$ cat src/rtl/lsu_pkg.sv
// Shared definitions for the load/store unit: funct3 encodings, FSM state type
// and the byte/halfword lane helpers used by lsu_align.
package lsu_pkg;

  localparam logic [2:0] F3_B  = 3'b000;
  localparam logic [2:0] F3_H  = 3'b001;
  localparam logic [2:0] F3_W  = 3'b010;
  localparam logic [2:0] F3_BU = 3'b100;
  localparam logic [2:0] F3_HU = 3'b101;

  typedef enum logic [2:0] {
    ST_IDLE,
    ST_LOAD,
    ST_MERGE,
    ST_WRITE,
    ST_RESP
  } lsu_state_t;

  // Pull the addressed lane out of a memory word and extend it to 32 bits.
  function automatic logic [31:0] lane_extract(input logic [31:0] word,
                                               input logic [1:0]  off,
                                               input logic [2:0]  f3);
    logic [31:0] bsh;
    logic [31:0] hsh;
    logic [31:0] res;
    bsh = word >> {off, 3'b000};
    hsh = word >> {off[1], 4'b0000};
    case (f3)
      F3_B:    res = {{24{bsh[7]}}, bsh[7:0]};
      F3_BU:   res = {24'h000000, bsh[7:0]};
      F3_H:    res = {{16{hsh[15]}}, hsh[15:0]};
      F3_HU:   res = {16'h0000, hsh[15:0]};
      default: res = word;
    endcase
    return res;
  endfunction

  // Replace the addressed lane of a memory word with right-aligned store data.
  function automatic logic [31:0] lane_merge(input logic [31:0] word,
                                             input logic [1:0]  off,
                                             input logic [2:0]  f3,
                                             input logic [31:0] wdata);
    logic [31:0] mask;
    logic [31:0] data;
    case (f3)
      F3_B: begin
        mask = 32'h0000_00FF << {off, 3'b000};
        data = {24'h000000, wdata[7:0]} << {off, 3'b000};
      end
      F3_H: begin
        mask = 32'h0000_FFFF << {off[1], 4'b0000};
        data = {16'h0000, wdata[15:0]} << {off[1], 4'b0000};
      end
      default: begin
        mask = '1;
        data = wdata;
      end
    endcase
    return (word & ~mask) | (data & mask);
  endfunction

endpackage

$ cat src/rtl/lsu_align.sv
// Combinational lane datapath: load extract/extend and store lane merge.
module lsu_align
  import lsu_pkg::*;
(
  input  logic [2:0]  funct3,
  input  logic [1:0]  offset,
  input  logic [31:0] mem_word,
  input  logic [31:0] wdata,
  output logic [31:0] load_data,
  output logic [31:0] merged_word
);

  always_comb begin
    load_data   = lane_extract(mem_word, offset, funct3);
    merged_word = lane_merge(mem_word, offset, funct3, wdata);
  end

endmodule

$ cat src/rtl/lsu_rmw.sv
// Load/store unit in front of a word-wide memory without byte enables;
// sub-word stores are done as read-modify-write.
module lsu_rmw
  import lsu_pkg::*;
#(
  parameter int unsigned MEM_WORDS = 8192
) (
  input  logic        clk,
  input  logic        rst_n,
  input  logic        req_valid,
  output logic        req_ready,
  input  logic        req_we,
  input  logic [2:0]  req_funct3,
  input  logic [31:0] req_addr,
  input  logic [31:0] req_wdata,
  output logic        rsp_valid,
  input  logic        rsp_ready,
  output logic [31:0] rsp_rdata,
  output logic        rsp_err,
  output logic        mem_read_en,
  output logic        mem_write_en,
  output logic [31:0] mem_addr,
  output logic [31:0] mem_write_data,
  input  logic [31:0] mem_read_data
);

  lsu_state_t  state;
  logic [2:0]  f3_q;
  logic [1:0]  off_q;
  logic [31:0] wdata_q;
  logic        bad_f3;
  logic        misaligned;
  logic        out_of_range;
  logic        req_err;
  logic [31:0] load_data;
  logic [31:0] merged_word;

  always_comb begin
    bad_f3     = 1'b0;
    misaligned = 1'b0;
    case (req_funct3)
      F3_B:    bad_f3 = 1'b0;
      F3_H:    misaligned = req_addr[0];
      F3_W:    misaligned = |req_addr[1:0];
      F3_BU:   bad_f3 = req_we;
      F3_HU: begin
        bad_f3     = req_we;
        misaligned = req_addr[0];
      end
      default: bad_f3 = 1'b1;
    endcase
    out_of_range = {2'b00, req_addr[31:2]} >= 32'(MEM_WORDS);
    req_err      = bad_f3 | misaligned | out_of_range;
  end

  lsu_align u_align (
    .funct3      (f3_q),
    .offset      (off_q),
    .mem_word    (mem_read_data),
    .wdata       (wdata_q),
    .load_data   (load_data),
    .merged_word (merged_word)
  );

  // Memory enables are registered alongside the state transition so they
  // reflect the current state only and clear asynchronously on reset.
  always_ff @(posedge clk or negedge rst_n) begin
    if (!rst_n) begin
      state          <= ST_IDLE;
      req_ready      <= 1'b0;
      rsp_valid      <= 1'b0;
      rsp_rdata      <= '0;
      rsp_err        <= 1'b0;
      mem_read_en    <= 1'b0;
      mem_write_en   <= 1'b0;
      mem_addr       <= '0;
      mem_write_data <= '0;
      f3_q           <= '0;
      off_q          <= '0;
      wdata_q        <= '0;
    end else begin
      case (state)
        ST_IDLE: begin
          if (req_valid && req_ready) begin
            req_ready <= 1'b0;
            f3_q      <= req_funct3;
            off_q     <= req_addr[1:0];
            wdata_q   <= req_wdata;
            rsp_rdata <= '0;
            rsp_err   <= req_err;
            if (req_err) begin
              rsp_valid <= 1'b1;
              state     <= ST_RESP;
            end else begin
              mem_addr <= {req_addr[31:2], 2'b00};
              if (!req_we) begin
                mem_read_en <= 1'b1;
                state       <= ST_LOAD;
              end else if (req_funct3 == F3_W) begin
                mem_write_en   <= 1'b1;
                mem_write_data <= req_wdata;
                state          <= ST_WRITE;
              end else begin
                mem_read_en <= 1'b1;
                state       <= ST_MERGE;
              end
            end
          end else begin
            req_ready <= 1'b1;
          end
        end
        ST_LOAD: begin
          mem_read_en <= 1'b0;
          rsp_rdata   <= load_data;
          rsp_valid   <= 1'b1;
          state       <= ST_RESP;
        end
        ST_MERGE: begin
          mem_read_en    <= 1'b0;
          mem_write_en   <= 1'b1;
          mem_write_data <= merged_word;
          state          <= ST_WRITE;
        end
        ST_WRITE: begin
          mem_write_en <= 1'b0;
          rsp_valid    <= 1'b1;
          state        <= ST_RESP;
        end
        ST_RESP: begin
          if (rsp_ready) begin
            rsp_valid <= 1'b0;
            req_ready <= 1'b1;
            state     <= ST_IDLE;
          end
        end
        default: begin
          mem_read_en  <= 1'b0;
          mem_write_en <= 1'b0;
          rsp_valid    <= 1'b0;
          state        <= ST_IDLE;
        end
      endcase
    end
  end

endmodule

$ cat config.mk
export PLATFORM = sky130hd
export DESIGN_NAME = lsu_rmw
export DESIGN_NICKNAME = d
export VERILOG_FILES = /design/src/rtl/lsu_pkg.sv /design/src/rtl/lsu_align.sv /design/src/rtl/lsu_rmw.sv
export SDC_FILE = /design/constraint.sdc
export NUM_CORES = 1
export LEC_CHECK = 0
export ABC_CLOCK_PERIOD_IN_PS = 2100
export CAP_MARGIN = 20
export CORE_UTILIZATION = 30
export CTS_BUF_LIST = sky130_fd_sc_hd__clkbuf_2 sky130_fd_sc_hd__clkbuf_4 sky130_fd_sc_hd__clkbuf_8
export DETAILED_ROUTE_END_ITERATION = 6
export SYNTH_ARGS = -nofsm -noshare
export SYNTH_HDL_FRONTEND = slang
export SYNTH_SLANG_ARGS = --single-unit
$ cat constraint.sdc
create_clock -name clk -period 2.1 [get_ports clk]
set_input_delay 0.42 -clock clk [delete_from_list [all_inputs] [get_ports clk]]
set_output_delay 0.42 -clock clk [all_outputs]
set_load 0.01 [all_outputs]
Yosys cells after proc, flatten, opt, wreduce, memory -nomap -nowiden
Index checks and enable logic that the tools add are counted.
{ "totals": {"register_bits": 139, "inputBits": 104} }
{ "op_classes": {"magnitude_cmp": 1, "n_eq_ne": 18, "shift": 6, "n_mux": 35, "bitwise_logic": 10, "reduce_logical": 23} }
{ "ops": {"columns": ["operator", "n"], "rows": [
  ["$pmux W32 S2", 4],
  ["$mux W32", 5],
  ["$pmux W32 S4", 1],
  ["$and A32 B32 Y32", 2],
  ["$not A32 Y32", 1],
  ["$or A32 B32 Y32", 1],
  ["$shl A16 B5 Y32", 1],
  ["$shl A16 B5 Y32 const A", 1],
  ["$shl A8 B5 Y32", 1],
  ["$shl A8 B5 Y32 const A", 1],
  ["$shr A32 B5 Y16", 1],
  ["$shr A32 B5 Y8", 1],
  ["$ge A30 B14 Y1 const B", 1],
  ["$eq A3 B3 Y1 const B", 5],
  ["$mux W1", 14],
  ["$ne A2 B2 Y1 const B", 6],
  ["$pmux W3 S4", 1],
  ["$reduce_or A2 Y1", 6],
  ["$reduce_and A5 Y1", 2],
  ["$eq A3 B1 Y1 const B", 3],
  ["$eq A3 B2 Y1 const B", 3],
  ["$logic_not A3 Y1", 3],
  ["$mux W3", 3],
  ["$pmux W1 S2", 4],
  ["other kinds (12)", 22]
]} }

Depth between registers and ports, before layout
Gate-level depths: netlist (run 1).
{ "logic_depth": {"ltp_word": 8, "depth_mapped": 8, "ltp_nobuf": 5} }

Cells and area by module
From an unflattened synthesis (run 1), not the netlist that was laid out.
{ "hier_totals": {"cells_unflattened": 876, "area_unflattened_um2": 7529.7} }
{ "modules_own_cells": {"columns": ["mod", "n_inst", "cells_per_inst", "area_each_um2", "seq_area_each_um2"], "rows": [
  ["lsu_rmw", 1, 649, 6239.7, 3478.3],
  ["lsu_align", 1, 227, 1290.0, 0.0]
]} }

Worst setup path after synthesis (run 1)
Ideal clock, no wire load.
{ "synth_timing": {"path_kind": "input-to-reg", "start": "input req_funct3[0]", "end": "register mem_addr[10]", "setup_ns": 0.128, "arrival_ns": 1.699, "required_ns": 1.972, "path_slack_ns": 0.274, "cell_stages": 5, "n_path_buf": 1, "path_cell_list": "o41ai_2 -> nand3_2 -> nor3_2 -> buf_4 -> mux2_1"} }
{ "synth_via": {"elab_chain_len": 7, "word_cells_on_any_way": 14, "cone_classes": "eq/ne: 4; mux: 2; bitwise: 3; reduce/logical: 5"} }
{ "synth_rtl": {"columns": ["element", "line", "source"], "rows": [
  ["from (decl)", "lsu_rmw.sv:13", "input logic [2:0] req_funct3,"],
  ["$eq A3 B2 Y1, or another cell as far along", "lsu_rmw.sv:41", "case (req_funct3)"],
  ["$reduce_or A3 Y1 (no source line) / $reduce_or A2 Y1 (equally long branches)", null, null],
  ["$pmux W1 S2", "lsu_rmw.sv:41", null],
  ["$or A1 B1 Y1 (*) (2 in series)", "lsu_rmw.sv:53", "req_err = bad_f3 | misaligned | out_of_range;"],
  ["$not A1 Y1 (no source line) (*)", null, null],
  ["$reduce_and A3 Y1 (no source line) (*)", null, null],
  ["to (signal assigned)", "lsu_rmw.sv:95", "mem_addr <= {req_addr[31:2], 2'b00};"],
  ["to (decl)", "lsu_rmw.sv:22", "output logic [31:0] mem_addr,"]
]} }
Mark *: on every way between the ends. The rest lies on a longest branch, timed or not.
A chain may end at the register's enable or synchronous reset.

Final worst setup path (run 1)
{ "layout_timing": {"start": "input req_we", "end": "register mem_write_data[23]"} }
{ "layout_via": {"elab_chain_len": 5, "word_cells_on_any_way": 6, "cone_classes": "eq/ne: 2; mux: 1; bitwise: 2; reduce/logical: 1"} }
{ "layout_rtl": {"columns": ["element", "line", "source"], "rows": [
  ["from (decl)", "lsu_rmw.sv:12", "input logic req_we,"],
  ["$pmux W1 S2", "lsu_rmw.sv:41", null],
  ["$or A1 B1 Y1 (2 in series)", "lsu_rmw.sv:53", null],
  ["$ne A2 B2 Y1 (no source line)", null, null],
  ["$reduce_and A5 Y1 (no source line) (*)", null, null],
  ["to (signal assigned)", "lsu_rmw.sv:101", "mem_write_data <= req_wdata;"],
  ["to (signal assigned)", "lsu_rmw.sv:121", "mem_write_data <= merged_word;"],
  ["to (decl)", "lsu_rmw.sv:23", "output logic [31:0] mem_write_data,"]
]} }
Marks and branches as above.

==> metrics.cfg, run 1 <==
[synthesis]
ys_types=59
synth_compound_area_share_pct=16.3
synth-seq-area-share_pct=51.3
synth-xor-area-share_pct=0
synth_warnings=0
syn_inst=663
synth_fa_ha_area_share_pct=0
synth_area_mm2=0.00678
synth-edff-count=0
synth_ff_type=dfrtp_1
syn_area_per_cell_um2=10.2
synth_top_family_by_area=simple AND/OR/NAND/NOR gates
synth-simple-area-share_pct=16.4
synthMuxAreaShare_pct=12.3
synth-seq-cells=139
async_flop_share_pct=100

[timing]
fin_skew_ns=0.0126
max_slew_margin_pct=56.3
post-route-period-util_pct=95.7
period_minus_slack_ns=2.01
max_freq_ghz=0.497
hold_viol=0
fin_ws_ns=0.0896
setup_violations=0
rsz0062_at_grt=false
setup_tns_ns=0
whs_ns=0.441
slew_violations=0
worstMarginPinSlew_ns=0.650

[power]
switching_share_pct=37.6
share_comb_of_total_power_pct=35.5
pwr_density_cell_mw_per_mm2=883
irDropWorstVdd_mv=0.483
power_frac_seq_pct=40.1
leakagePower_nw=4.58
p_total_mw=8.73
p_switching_mw=3.28
clock_power_share_pct=24.4
internal_power_mw=5.45

[run_status]
violations=design-rule violations
outcome=finished with violations

[global_route]
globalRouteTotalUtil_pct=19.7
antenna_found_initial=0
grt_max_degree=62
grt-ovfl-total=0
grt_pass1_wl_mm=35.0
grt_pass1_vias=5997

[clock_network]
cts_tree=built
path_clk_slew_ns=0.08
cts_sinks=139
clockBufferDepth=2
cts_max_level=4
clk_latency_ns=0.44
root_buffer=clkbuf_8
cts_buffers=17

[detailed_routing]
drt_first_pass_iters=7
via_per_inst=4.98
antenna_left=0
vias=5917
totalWireLength_mm=22.3
drc_errors=11
wl_per_cell_um=18.8
drt_iter0_markers=492

[cells_and_area]
utilization_pct=45.0
fin_nets=1001
drive_above_1_share_pct=16.0
design_area_mm2=0.00988
fillers=2105
stdcell_count=1189
area_growth_pct=45.8
diodes=0

[critical_path]
required_ns=2.43
cp-end-kind=flop
critPathKind=in -> reg
arrival_ns=2.34
path_max_fanout=15
critPathBufInv=3
critPathTopFamily=buffers and inverters
reg2reg_slack_ns=0.10
cpPeakStageDelay_ns=0.51
crit_chain=clkdlybuf4s50_1 -> nor4bb_1 -> buf_4 -> a31oi_1 -> nor3_2 -> o21ai_4 -> buf_12 -> mux2_4
crit_path_start_kind=input port
cp_slowest_cell=clkdlybuf4s50_1

[floorplan]
num_io_pins=205
start_util_pct=30.9
dieArea_mm2=0.0232
row_count=54
die_y_um=152
core_mm2=0.0220
die_x_um=152

[placed_design]
routabilityCongestion=0.884
dp_slack_ns=-0.350
place_hpwl_mm=16.9
numPortBuffers=202
place_area_mm2=0.00946
dp.cells=1156

[worst_hold_path]
hold_path.class=in -> async

[job]
max_cap_violations=0

-- layout make-up --
type	instances	area [um2]	share of cell area (%)
well taps	280	350	3.55
clock buffers	20	269	2.72
multi-input cells	475	3080	31.1
flip-flops and latches	139	3480	35.2
repair buffers	258	2570	26.0
clock inverters	11	111	1.13
inverters	6	22.5	0.228
-- final timing paths --
kind / from / endpoint / depth (start not counted)
worst max-delay path: req_we / mem_write_data[23] / 8
worst min-delay path: rst_n / wdata_q[29] / 2
worst max register to register: f3_q[0] / mem_write_data[17] / 5
worst min register to register: wdata_q[18] / wdata_q[18] / 2
max in group asynchronous: rst_n / rsp_rdata[4] / 3
min in group clk: wdata_q[18] / wdata_q[18] / 2
-- Yosys cell counts, types with 4 or more instances --
library cell / count / area share (%)
a211oi_1: 7 / 0.78
a21oi_1: 31 / 2.3
a221o_1: 17 / 2.5
a221oi_1: 7 / 0.90
a222oi_1: 8 / 1.2
a22oi_1: 8 / 0.89
a31oi_1: 4 / 0.37
and2_1: 8 / 0.74
and3_1: 4 / 0.37
buf_2: 10 / 0.74
buf_4: 7 / 0.78
clkbuf_1: 23 / 1.3
dfrtp_1: 139 / 51
inv_1: 5 / 0.28
mux2_1: 17 / 2.8
mux2_2: 9 / 1.5
mux2_4: 29 / 6.4
mux2i_1: 8 / 1.2
nand2_1: 149 / 8.3
nand3_1: 4 / 0.30
nor2_1: 36 / 2.0
nor2b_1: 21 / 1.9
nor3_1: 6 / 0.44
o21a_1: 6 / 0.66
o21ai_0: 38 / 2.8
o21ai_1: 16 / 1.2
o31ai_1: 6 / 0.66
-- sequential cells by signal, indices dropped and copies added (netlist names), 2 cells and up --
signal and count:
f3_q 3, mem_addr 30, mem_write_data 32, off_q 2
rsp_rdata 32, state 3, wdata_q 32
-- per-layer routing --
layer / vias to the layer above / wire length [um] / global-route usage [%]
li1: 2805 / - / -
met1: 2855 / 10400 / 28.0
met2: 231 / 10100 / 30.4
met3: 26 / 1520 / 3.78
met4: 0 / 354 / 5.54
met5: - / 0 / 0
-- what timing repair did --
action,in CTS,in global routing
buffers inserted,0,1
hold buffers,1,0
endpoints found under the setup margin,0,25
resized for setup,0,3
endpoints found under the hold margin,31,0
-- power groups by stage --
stage	registers [mW]	clock network, mW	logic, mW
2_1_floorplan	3.35	0	2.03
3_3_place_gp	3.53	0	3.04
3_5_place_dp	3.54	0	3.07
4_1_cts	3.49	2.19	3.08
5_1_grt	3.55	2.30	3.41
6_report	3.50	2.13	3.09
-- layout by cell type (no fill, tap or decap), types with 3 or more instances in the layout --
| cell | instances |
|---|---|
| and2_1 | 8 |
| mux2_4 | 29 |
| buf_12 | 10 |
| buf_4 | 45 |
| a221o_1 | 17 |
| a21oi_1 | 31 |
| mux2_2 | 9 |
| a22oi_1 | 8 |
| clkdlybuf4s50_1 | 201 |
| nor3_1 | 6 |
| nand2_1 | 149 |
| a31oi_1 | 4 |
| inv_1 | 5 |
| mux2i_1 | 8 |
| o21ai_1 | 16 |
| and3_1 | 4 |
| a211oi_1 | 7 |
| mux2_1 | 17 |
| nand3_1 | 4 |
| clkbuf_8 | 19 |
| nor2_1 | 36 |
| o31ai_1 | 6 |
| a221oi_1 | 7 |
| a222oi_1 | 8 |
| nor2b_1 | 21 |
| nor4_1 | 3 |
| dfrtp_1 | 138 |
| o21ai_0 | 37 |
| inv_6 | 5 |
| o21a_1 | 6 |
-- kinds of logic after synthesis --
family | after synthesis
AND/OR/NAND/NOR | 248
AO/OA/AOI/OAI | 161
flip-flops | 139
multiplexers | 64
buffers and inverters | 50
other | 1
Power figures use the tool's default switching activity.
==> run 2: changes to the inputs <==
- CELL_PAD_IN_SITES_DETAIL_PLACEMENT: unset -> 1
- CELL_PAD_IN_SITES_GLOBAL_PLACEMENT: unset -> 2
- PLACE_DENSITY_LB_ADDON: unset -> 0.1
==> metrics.cfg, run 2 (synthesized netlist as in run 1, its figures left out) <==
[cells_and_area]
reg.largest.list=mem_write_data (32), rsp_rdata (32), wdata_q (32)
drive_above_1_share_pct=16.8
stdcell_count=1198
fin_nets=1008
layout_commonest_cell=clkdlybuf4s50_1
area_growth_pct=48.0
fillers=2449
layout_common_cells=201 x clkdlybuf4s50_1, 149 x nand2_1, 138 x dfrtp_1

[clock_network]
root_buffer=clkbuf_8
cts_sinks=139
path_clk_slew_ns=0.09
clk_latency_ns=0.46
cts_tree=built
cts_max_level=4
clockBufferDepth=2
cts_buffers=17

[critical_path]
critPathKind=reg -> reg
path_max_fanout=8
required_ns=2.50
crit_path_start_kind=flop
regToRegStartpoint=f3_q[0]
arrival_ns=2.43
crit_start=f3_q[0]
cp-end-kind=flop
ff2ff_path_depth=6

[placed_design]
routabilityCongestion=0.876
place_hpwl_mm=18.9
dp.cells=1162
numPortBuffers=202

[power]
share_comb_of_total_power_pct=35.5
power_frac_seq_pct=37.3
switching_share_pct=37.0
irDropWorstVdd_mv=0.475
p_switching_mw=3.51
p_total_mw=9.50
internal_power_mw=5.98
clock_power_share_pct=27.2
leakagePower_nw=4.65
pwr_density_cell_mw_per_mm2=947

[floorplan]
die_x_um=152
dieArea_mm2=0.0232
num_io_pins=205
row_count=54
start_util_pct=30.9
die_y_um=152
core_mm2=0.0220

[job]
max_cap_violations=0

[detailed_routing]
via_per_inst=5.06
antenna_left=0
wl_per_cell_um=20.8
drt_iter0_markers=282
drc_errors=12
totalWireLength_mm=24.9
drt_first_pass_iters=7
vias=6062

[global_route]
grt-ovfl-total=0
grt_max_degree=50
globalRouteTotalUtil_pct=22.1
grt_pass1_wl_mm=39.2
antenna_found_initial=1
grt_pass1_vias=6491

[timing]
max_freq_ghz=0.495
worstMarginPinSlew_ns=0.642
setup_violations=0
post-route-period-util_pct=96.3
fin_skew_ns=0.0118
rsz0062_at_grt=false
hold_viol=0
period_minus_slack_ns=2.02
slew_violations=0
max_slew_margin_pct=56.9

[worst_hold_path]
hold_path.class=in -> async

[run_status]
violations=design-rule violations
outcome=finished with violations

[run 2: changes by cell type in the layout (fill, tap and decap cells not counted), moves of 2 or more]
| cell | change |
|---|---|
| bufinv_16 | +4 |
| inv_6 | -3 |
| clkbuf_8 | -2 |
| buf_4 | +7 |
[run 2: path summary, 6_finish.rpt]
kind	endpoint	slack [ns]
setup / recovery	mem_write_data[8]	0.08
hold / removal	mem_addr[3]	0.37
setup reg to reg	mem_write_data[8]	0.08
hold reg to reg	wdata_q[29]	0.48
max in group asynchronous	mem_write_data[3]	1.07
min in group clk	wdata_q[29]	0.48
[run 2: final cells by class]
cell class              count  area (um2)  share of cell area (%)
repair buffers            265        2620                    26.2
well taps                 280         350                    3.49
diodes                      1        2.50                  0.0250
inverters                   6        22.5                   0.225
multi-input cells         475        3090                    30.8
clock inverters            14         219                    2.18
flip-flops and latches    139        3480                    34.7
clock buffers              18         241                    2.41
[run 2: worst max-delay path, cell delays in order (launching register included)]
cell and delay (ns):
dfrtp_1 0.46, buf_4 0.19, or2_2 0.31, a21oi_2 0.39, a22oi_1 0.19, a21oi_1 0.25
mux2_4 0.18
[run 2: timing repair]
action / in CTS / in global routing
setup endpoints to repair: 12 / 12
gates resized for setup: 2 / 3
pin swaps: 1 / 0
gates cloned: 0 / 0
setup buffers: 1 / 0
hold endpoints to repair: 15 / 0
hold buffers: 1 / 0
[run 2: through the flow]
step / setup TNS, ns / area, um2 / hold slack [ns] / setup slack, ns / util (%)
CTS: 0 / 10000 / 0.351 / 0.0342 / 45.6
floorplan: 0 / 6780 / 0.124 / 0.274 / -
global placement: -19.78 / 9510 / 0.268 / -0.391 / 43.3
global route: 0 / 10000 / 0.359 / 0.00319 / 45.7
finish: 0 / 10000 / 0.370 / 0.0778 / 45.7
detailed placement: -21.98 / 9510 / 0.277 / -0.377 / 43.3
[run 2: power by group through the flow]
stage / clock [mW] / sequential, mW / combinational [mW]
finish: 2.59 / 3.54 / 3.37
global route: 2.77 / 3.60 / 3.69
CTS: 2.65 / 3.53 / 3.37
detailed placement: 0 / 3.58 / 3.32
global placement: 0 / 3.56 / 3.27
floorplan: 0 / 3.35 / 2.03
[run 2: metal layers]
layer | GRT usage, % | share of wire [%] | up-vias
met4 | 5.78 | 1.2 | 0
li1 | - | - | 2824
met2 | 34.7 | 47 | 156
met5 | 0 | 0 | -
met3 | 4.15 | 4.6 | 21
met1 | 31.1 | 47 | 3061
